--- config.mk ---
export PLATFORM = sky130hd
export DESIGN_NAME = instr_encoder_loader_flat
export DESIGN_NICKNAME = d
export VERILOG_FILES = /design/src/rtl/instr_encoder_loader_if.sv /design/src/rtl/instr_encoder_loader.sv /design/src/flat_wrapper.sv
export SDC_FILE = /design/constraint.sdc
export NUM_CORES = 1
export LEC_CHECK = 0
export CAP_MARGIN = 10
export CORE_UTILIZATION = 70
export CTS_BUF_LIST = sky130_fd_sc_hd__clkbuf_8
export DETAILED_ROUTE_END_ITERATION = 10
export DONT_BUFFER_PORTS = 1
export GPL_TIMING_DRIVEN = 0
export HOLD_SLACK_MARGIN = 0.06
export PLACE_DENSITY_LB_ADDON = 0.15
export SLEW_MARGIN = 20
export SYNTH_ARGS = -nofsm -noshare
export SYNTH_HDL_FRONTEND = slang
export SYNTH_SLANG_ARGS = --single-unit
--- constraint.sdc ---
create_clock -name clk -period 7.2 [get_ports clk]
set_input_delay 1.44 -clock clk [delete_from_list [all_inputs] [get_ports clk]]
set_output_delay 1.44 -clock clk [all_outputs]
set_load 0.02 [all_outputs]
--- src/rtl/instr_encoder_loader_if.sv ---
// Symbolic-instruction handshake between a program source and the encoder/loader.
// The source drives the instruction fields; the loader answers with in_ready.
interface instr_encoder_loader_if;
    logic        in_valid;
    logic        in_ready;
    logic [5:0]  in_sel;
    logic [4:0]  in_rs;
    logic [4:0]  in_rt;
    logic [4:0]  in_rd;
    logic [4:0]  in_shamt;
    logic [15:0] in_imm;
    logic [25:0] in_target;
    logic        in_last;

    modport master (
        output in_valid, in_sel, in_rs, in_rt, in_rd, in_shamt, in_imm, in_target, in_last,
        input  in_ready
    );

    modport slave (
        input  in_valid, in_sel, in_rs, in_rt, in_rd, in_shamt, in_imm, in_target, in_last,
        output in_ready
    );
endinterface

--- src/rtl/instr_encoder_loader.sv ---
// Assembles symbolic instructions into 32-bit MIPS words and writes them
// sequentially into instruction memory from address 0, one word per two cycles.
module instr_encoder_loader #(
    parameter int ADDR_W = 8
) (
    input  logic                  clk,
    input  logic                  reset,
    instr_encoder_loader_if.slave in_if,
    output logic                  imem_we,
    output logic [ADDR_W-1:0]     imem_addr,
    output logic [31:0]           imem_wdata,
    output logic [ADDR_W:0]       word_count,
    output logic                  full,
    output logic                  done,
    output logic                  err_illegal
);

    typedef enum logic [1:0] {
        S_IDLE  = 2'd0,
        S_WRITE = 2'd1,
        S_DONE  = 2'd2
    } state_t;

    localparam logic [ADDR_W:0] CAP = {1'b1, {ADDR_W{1'b0}}};

    // Returns {legal, word}; unused fields are forced to zero per instruction format.
    function automatic logic [32:0] encode(
        input logic [5:0]  sel,
        input logic [4:0]  rs,
        input logic [4:0]  rt,
        input logic [4:0]  rd,
        input logic [4:0]  sh,
        input logic [15:0] imm,
        input logic [25:0] tgt
    );
        logic [5:0]  fn;
        logic [5:0]  op;
        logic [4:0]  f_rs;
        logic [4:0]  f_rt;
        logic [4:0]  f_rd;
        logic [4:0]  f_sh;
        logic        legal;
        logic [31:0] w;
        fn    = 6'b000000;
        op    = 6'b000000;
        f_rs  = rs;
        f_rt  = rt;
        f_rd  = rd;
        f_sh  = 5'd0;
        legal = 1'b1;
        w     = 32'd0;

        case (sel)
            6'd1:  fn = 6'b100000;
            6'd2:  fn = 6'b100001;
            6'd3:  fn = 6'b100010;
            6'd4:  fn = 6'b100011;
            6'd5:  fn = 6'b100100;
            6'd6:  fn = 6'b100101;
            6'd7:  fn = 6'b100110;
            6'd8:  fn = 6'b100111;
            6'd9:  fn = 6'b101010;
            6'd10: fn = 6'b101011;
            6'd11: fn = 6'b000000;
            6'd12: fn = 6'b000010;
            6'd13: fn = 6'b000011;
            6'd14: fn = 6'b000100;
            6'd15: fn = 6'b000110;
            6'd16: fn = 6'b000111;
            6'd17: fn = 6'b001000;
            6'd18: fn = 6'b000010;
            default: fn = 6'b000000;
        endcase

        case (sel)
            6'd18: op = 6'b011100;
            6'd19: op = 6'b000100;
            6'd20: op = 6'b000101;
            6'd21: op = 6'b000001;
            6'd22: op = 6'b000001;
            6'd23: op = 6'b000111;
            6'd24: op = 6'b000110;
            6'd25: op = 6'b000010;
            6'd26: op = 6'b001000;
            6'd27: op = 6'b001001;
            6'd28: op = 6'b001100;
            6'd29: op = 6'b001101;
            6'd30: op = 6'b001110;
            6'd31: op = 6'b001010;
            6'd32: op = 6'b001011;
            6'd33: op = 6'b100011;
            6'd34: op = 6'b101011;
            default: op = 6'b000000;
        endcase

        if (sel == 6'd0) begin
            w = 32'd0;
        end else if (sel <= 6'd18) begin
            // Immediate shifts keep shamt and drop rs; JR keeps only rs.
            if (sel >= 6'd11 && sel <= 6'd13) begin
                f_sh = sh;
                f_rs = 5'd0;
            end
            if (sel == 6'd17) begin
                f_rt = 5'd0;
                f_rd = 5'd0;
            end
            w = {op, f_rs, f_rt, f_rd, f_sh, fn};
        end else if (sel == 6'd25) begin
            w = {op, tgt};
        end else if (sel <= 6'd34) begin
            // REGIMM branches select BGEZ/BLTZ through rt; BGTZ/BLEZ require rt=0.
            if (sel == 6'd21) begin
                f_rt = 5'd1;
            end else if (sel >= 6'd22 && sel <= 6'd24) begin
                f_rt = 5'd0;
            end
            w = {op, f_rs, f_rt, imm};
        end else begin
            legal = 1'b0;
        end
        return {legal, w};
    endfunction

    state_t              r_state;
    state_t              w_state_nxt;
    logic [ADDR_W-1:0]   r_addr;
    logic [31:0]         r_wdata;
    logic                r_last;
    logic [ADDR_W:0]     r_count;
    logic                r_err;

    logic [32:0]         w_enc;
    logic                w_full;
    logic                w_ready;
    logic                w_we;
    logic                w_capture;
    logic                w_commit;
    logic                w_err_nxt;

    assign w_enc = encode(in_if.in_sel, in_if.in_rs, in_if.in_rt, in_if.in_rd,
                          in_if.in_shamt, in_if.in_imm, in_if.in_target);
    assign w_full = (r_count == CAP);

    always_comb begin
        w_state_nxt = r_state;
        w_ready     = 1'b0;
        w_we        = 1'b0;
        w_capture   = 1'b0;
        w_commit    = 1'b0;
        w_err_nxt   = 1'b0;
        case (r_state)
            S_IDLE: begin
                w_ready = !w_full;
                if (in_if.in_valid && w_ready) begin
                    if (w_enc[32]) begin
                        w_capture   = 1'b1;
                        w_state_nxt = S_WRITE;
                    end else begin
                        w_err_nxt = 1'b1;
                    end
                end
            end
            S_WRITE: begin
                w_we        = 1'b1;
                w_commit    = 1'b1;
                w_state_nxt = r_last ? S_DONE : S_IDLE;
            end
            S_DONE: begin
                w_state_nxt = S_DONE;
            end
            default: begin
                w_state_nxt = S_IDLE;
            end
        endcase
    end

    always_ff @(posedge clk) begin
        if (reset) begin
            r_state <= S_IDLE;
            r_addr  <= '0;
            r_wdata <= 32'd0;
            r_last  <= 1'b0;
            r_count <= '0;
            r_err   <= 1'b0;
        end else begin
            r_state <= w_state_nxt;
            r_err   <= w_err_nxt;
            if (w_capture) begin
                r_wdata <= w_enc[31:0];
                r_last  <= in_if.in_last;
            end
            if (w_commit) begin
                r_count <= r_count + 1'b1;
                // The word that fills memory leaves the address on the last slot.
                if (r_count != CAP - 1'b1) begin
                    r_addr <= r_addr + 1'b1;
                end
            end
        end
    end

    assign in_if.in_ready = w_ready;
    assign imem_we        = w_we;
    assign imem_addr      = r_addr;
    assign imem_wdata     = r_wdata;
    assign word_count     = r_count;
    assign full           = w_full;
    assign done           = (r_state == S_DONE);
    assign err_illegal    = r_err;

endmodule

--- src/flat_wrapper.sv ---
// flat-port wrapper written by rule: the top's interface ports become plain ports
module instr_encoder_loader_flat 
#(
    parameter int ADDR_W = 8
)
  (clk, reset, imem_we, imem_addr, imem_wdata, word_count, full, done, err_illegal, in_if_in_valid, in_if_in_sel, in_if_in_rs, in_if_in_rt, in_if_in_rd, in_if_in_shamt, in_if_in_imm, in_if_in_target, in_if_in_last, in_if_in_ready);
  instr_encoder_loader_if in_if_i ();
  input  logic clk;
  input  logic reset;
  output logic imem_we;
  output logic [ADDR_W-1:0] imem_addr;
  output logic [31:0] imem_wdata;
  output logic [ADDR_W:0] word_count;
  output logic full;
  output logic done;
  output logic err_illegal;
  input wire logic [$bits(in_if_i.in_valid)-1:0] in_if_in_valid;
  input wire logic [$bits(in_if_i.in_sel)-1:0] in_if_in_sel;
  input wire logic [$bits(in_if_i.in_rs)-1:0] in_if_in_rs;
  input wire logic [$bits(in_if_i.in_rt)-1:0] in_if_in_rt;
  input wire logic [$bits(in_if_i.in_rd)-1:0] in_if_in_rd;
  input wire logic [$bits(in_if_i.in_shamt)-1:0] in_if_in_shamt;
  input wire logic [$bits(in_if_i.in_imm)-1:0] in_if_in_imm;
  input wire logic [$bits(in_if_i.in_target)-1:0] in_if_in_target;
  input wire logic [$bits(in_if_i.in_last)-1:0] in_if_in_last;
  output wire logic [$bits(in_if_i.in_ready)-1:0] in_if_in_ready;
  assign in_if_i.in_valid = in_if_in_valid;
  assign in_if_i.in_sel = in_if_in_sel;
  assign in_if_i.in_rs = in_if_in_rs;
  assign in_if_i.in_rt = in_if_in_rt;
  assign in_if_i.in_rd = in_if_in_rd;
  assign in_if_i.in_shamt = in_if_in_shamt;
  assign in_if_i.in_imm = in_if_in_imm;
  assign in_if_i.in_target = in_if_in_target;
  assign in_if_i.in_last = in_if_in_last;
  assign in_if_in_ready = in_if_i.in_ready;
  instr_encoder_loader #(.ADDR_W(ADDR_W)) u_core (.clk(clk), .reset(reset), .in_if(in_if_i), .imem_we(imem_we), .imem_addr(imem_addr), .imem_wdata(imem_wdata), .word_count(word_count), .full(full), .done(done), .err_illegal(err_illegal));
endmodule
Word-level counts from Yosys, hierarchy flattened --
Memory sizes are Yosys's and may differ from the RTL's. Cells that the tools add are included.
Cells by class: bitwise logic cells 2, equal/unequal tests 9, multiplexer cells 25, reductions and logical operators 9, magnitude comparators 6, add/subtract/negate cells 2
Operator list (count):
- two-way mux 32 bit | 4
- two-way mux 5 bit | 6
- == test 6 x 5 -> 1 bit, second input constant | 3
- less-or-equal comparator 6 x 5 -> 1 bit, second input constant | 2
- two-way mux 1 bit | 10
- adder 9 x 1 -> 9 bit, second input constant | 1
- == test 9 bit, second input constant | 1
- != test 9 x 8 -> 1 bit, second input constant | 1
- adder 8 x 1 -> 8 bit, second input constant | 1
- greater-or-equal comparator 6 x 4 -> 1 bit, second input constant | 1
- greater-or-equal comparator 6 x 5 -> 1 bit, second input constant | 1
- less-or-equal comparator 6 x 4 -> 1 bit, second input constant | 1
- less-or-equal comparator 6 bit, second input constant | 1
- logical NOT 6 bit | 1
- two-way mux 2 bit | 3
- two-way mux 6 bit | 1
- one-hot mux 2 bit (3 select lines) | 1
- != test 2 x 1 -> 1 bit, second input constant | 2
- AND reduction 2 bit | 2
- logical AND 1 bit | 3
- OR reduction 3 bit | 1
- == test 2 x 1 -> 1 bit, second input constant | 1
- == test 2 bit, second input constant | 1
- logical NOT 2 bit | 1
- 2 further kinds | 3
Storage, ports and cells: register bits 53, logic and storage cells 61, ROM bits 544, output and inout bits 54, memories kept 2
Memory list:
- (no name shown) | words 64, bits a word 6, rd ports 1, clocked after memory_dff 0, wr ports 0, RTL line instr_encoder_loader.sv:75 | case (sel)
- (no name shown) | words 32, bits a word 5, rd ports 1, clocked after memory_dff 0, wr ports 0, RTL line instr_encoder_loader.sv:53 | case (sel)

Longest topological paths before layout --
depth in word-level cells 8, gate-level depth with buffers 11

Worst setup path before layout --
OpenSTA, ideal clock, no wires.
kind input to register, start point input in_if_in_sel[2], end point register u_core.r_wdata[26] (netlist: u_core.imem_wdata[26]), arrival time 3383 ps, path slack 3746 ps, required time 7130 ps, library setup time 70 ps, stages on the path 10, cell sequence buf_2 clkbuf_1 inv_1 ha_1 nor2b_1 o21ai_2 a21o_1 buf_6 or4_4 o2bb2ai_1
On the way: cells in the longest elaborated chain, start to end 8
Ends and longest elaborated chain:
- start, declared | RTL line flat_wrapper.sv:18 | input wire logic [$bits(in_if_i.in_sel)-1:0] in_if_in_sel;
- less-or-equal comparator 6 bit | RTL line instr_encoder_loader.sv:111 | end else if (sel <= 6'd34) begin
- two-way mux 1 bit | RTL line instr_encoder_loader.sv:111
- two-way mux 1 bit | RTL line instr_encoder_loader.sv:109 | end else if (sel == 6'd25) begin
- two-way mux 1 bit | RTL line instr_encoder_loader.sv:98 | end else if (sel <= 6'd18) begin
- two-way mux 1 bit | RTL line instr_encoder_loader.sv:96 | if (sel == 6'd0) begin
- two-way mux 1 bit | RTL line instr_encoder_loader.sv:156 | if (w_enc[32]) begin
- two-way mux 1 bit | RTL line instr_encoder_loader.sv:155 | if (in_if.in_valid && w_ready) begin
- two-way mux 1 bit | RTL line instr_encoder_loader.sv:152 | case (r_state)
- end signal, assigned | RTL line instr_encoder_loader.sv:190 | r_wdata <= w_enc[31:0];
- end, declared | RTL line instr_encoder_loader.sv:128 | logic [31:0] r_wdata;
Several ways; a longest one is shown, not always the timed one. A chain may end at the register's enable or synchronous reset.

Worst setup path after layout --
start point register u_core.r_count[3] (netlist: u_core.word_count[3]), end point output in_if_in_ready
On the way: cells in the longest elaborated chain, start to end 3
Ends and longest elaborated chain:
- start, declared | RTL line instr_encoder_loader.sv:130 | logic [ADDR_W:0] r_count;
- start signal, assigned | RTL line instr_encoder_loader.sv:194 | r_count <= r_count + 1'b1;
- == test 9 bit | RTL line instr_encoder_loader.sv:143 | assign w_full = (r_count == CAP);
- via full | RTL line flat_wrapper.sv:14 | output logic full;
- logical NOT 1 bit | RTL line instr_encoder_loader.sv:154 | w_ready = !w_full;
- two-way mux 1 bit | RTL line instr_encoder_loader.sv:152
- end, declared | RTL line flat_wrapper.sv:26 | output wire logic [$bits(in_if_i.in_ready)-1:0] in_if_in_ready;
The timed path passes the listed nets, and every way through them passes these cells.

==> impl_metrics.json <==
{
  "outcome": "completed",
  "cts_root_buf": "clkbuf_8",
  "period_minus_slack_ps": 3860,
  "grt_overflow_total": 0,
  "ys_types": 59,
  "cts_sinks": 53,
  "route.detailed.drc": 0,
  "drive_gt1_frac": 0.0873,
  "slew_viol_final": 0,
  "num_io_pins": 126,
  "ff_latch_area_sq_um": 1060,
  "power.density_nw_per_um2": 201,
  "die-height_um": 68.2,
  "utilization": 0.794,
  "seq_area_frac_synth": 0.346,
  "multi_input_area_sq_um": 1840,
  "synth_xor_area_frac": 0.0400,
  "grt_pass1_vias": 2483,
  "netlist.area_leader.share": 0.346,
  "cts.clk_slew.worst_paths_ps": 100,
  "synth-warning-count": 0,
  "design_area_sq_um": 3270,
  "synth_fp_nets": 433,
  "gp_congestion": 0.961,
  "die_w_um": 68.2,
  "synth_area_sq_um": 3070,
  "post_cts_resized": 0,
  "synth_top_area_cell": "dfxtp_1",
  "numCtsBuffers": 5,
  "coreArea_sq_um": 4120,
  "num_vias": 2810,
  "drt-total-wl_um": 7770,
  "dpl_cell_area_sq_um": 3130,
  "rsz0062_at_grt": "no",
  "synth_compound_area_frac": 0.279,
  "clock.fmax_mhz": 259,
  "ys_ff_latch": 53,
  "synthTopCellsByArea": "dfxtp_1 (35%), ha_1 (5.7%), o2bb2ai_1 (5.1%)",
  "grt_max_degree": 18,
  "setup_viol": 0,
  "async_flop_share": 0,
  "total_power_uw": 658,
  "synth_adder_area_share": 0.0571,
  "power_leakage_uw": 0.00121,
  "post_drt_wl_per_cell_um": 19.2,
  "ctsHtreeMaxLevel": 2,
  "avgSynthCellArea_sq_um": 8.84,
  "antenna_found_initial": 0,
  "dp_hpwl_um": 5690,
  "grt_pass1_wl_um": 11500,
  "diodes": 0,
  "initial_core_util": 0.746,
  "fp.dieArea_sq_um": 4650,
  "ant_nets": 0,
  "ys.flop_type": "dfxtp_1",
  "maxCapViolations": 0,
  "io_buffers": 0,
  "synthSimpleGateAreaFrac": 0.213,
  "netlist_instances": 347,
  "synth_top_family_by_area": "compound AO/OA/AOI/OAI gates",
  "endpoint_kind": "primary output",
  "post-place-ws_ps": 3340,
  "hold_path_class": "register to register",
  "clock_path_buffers": 2,
  "ir_worst_vdd_uv": 136,
  "relSlewSlack": 0.325,
  "syn_to_final_growth_pct": 6.52,
  "post_cts_buffers": 0,
  "tritoncts": "yes",
  "crit_type": "register to primary output",
  "tightest_slew_ps": 1000,
  "cp.required_ps": 5760,
  "clock_latency_ps": 300,
  "setup_tns_ps": 0,
  "fin_nets": 440,
  "hold_buffers": 0,
  "worst_setup_path_start_kind": "register",
  "rows": 23,
  "synth_mux_area_frac": 0.00978,
  "drt_iter0_drc": 208,
  "fin_crit_sh": 0.536,
  "firstDrtPassIters": 5,
  "grt_usage": 0.327,
  "cp_data_arrival_time_ps": 2420,
  "finalHoldViolCount": 0,
  "synth_edf_count": 0,
  "finClkSkew_ps": 5.47,
  "vias_per_cell": 6.94,
  "num-fill-cells": 276,
  "path_max_fanout": 7,
  "finalWorstSetupSlack_ps": 3340
}
[worst paths after layout]
path                                 endpoint  slack [ps]                         startpoint  cells past startpoint
max                            in_if_in_ready        3340  u_core.word_count[3]$_SDFFE_PP0P_                      3
min                u_core.r_last$_SDFFE_PP0P_         500         u_core.r_last$_SDFFE_PP0P_                      2
max reg2reg  u_core.imem_addr[5]$_SDFFE_PP0P_        4940  u_core.word_count[0]$_SDFFE_PP0P_                      9
min reg2reg        u_core.r_last$_SDFFE_PP0P_         500         u_core.r_last$_SDFFE_PP0P_                      2
[synth_stat cells, types with 6 or more instances]
cell type	count
nor2b_1	9
nand2_1	31
o21ai_0	11
o2bb2ai_1	18
a222oi_1	6
xor2_1	9
nand3_1	7
a22o_1	9
nor2_1	34
clkbuf_1	9
and3_1	7
o211ai_1	6
dfxtp_1	53
inv_1	8
ha_1	14
nand4_1	7
a21oi_1	20
[cell usage in the layout, fill, tap and decap left out, types with 6 or more instances in the layout]
cell type | synthesis | routed
nor2b_1 | 9 | 9
a21oi_1 | 20 | 20
o211ai_1 | 6 | 6
clkbuf_1 | 9 | 9
ha_1 | 14 | 14
nor2_1 | 34 | 34
xor2_1 | 9 | 9
nand3_1 | 7 | 7
dfxtp_1 | 53 | 53
and3_1 | 7 | 7
nand2_1 | 31 | 31
a222oi_1 | 6 | 6
o2bb2ai_1 | 18 | 18
nand4_1 | 7 | 7
o21ai_0 | 11 | 11
inv_1 | 8 | 8
a22o_1 | 9 | 9
[metal layers]
layer	vias to the layer above	GRT usage	wire (um)
li1	1320	-	-
met1	1326	0.421	3170
met2	155	0.560	3920
met3	9	0.0683	613
met4	0	0.0625	67
met5	-	0	0
[logic make-up after synthesis]
logic type | count (synthesis)
mux | 3
xor+xnor | 14
buf+inv | 31
compound gates | 110
fa+ha+maj | 14
flops | 53
simple gates | 122
[state kept, by name, summed over array words and instances, names as in the netlist]
register            flops
u_core.word_count       9
u_core.r_last           1
u_core.err_illegal      1
u_core.imem_addr        8
u_core.r_state          2
u_core.imem_wdata      32
[where the power goes]
group          switching [uW]  internal [uW]
registers                18.2            302
logic                    59.1           38.3
clock network            99.9            140
total                     177            481
[stage by stage]
stage,hold slack (ps),cells
after global placement,446,397
after CTS,501,405
after global routing,516,405
after floorplan,437,347
final,497,405
after detailed placement,458,397
[critical path, stage by stage, from the launching register on]
cell and delay, ps:
dfxtp_1 450, or4_4 590, nor4_1 780, nor3_1 290
[cell type report]
class,count,area share
inverter,8,0.00918
multi-input combinational,263,0.562
clock inverter,3,0.0210
tap,50,0.0191
buffer,23,0.0432
clock buffer,5,0.0210
sequential,53,0.325
Power figures use the tool's default switching activity.
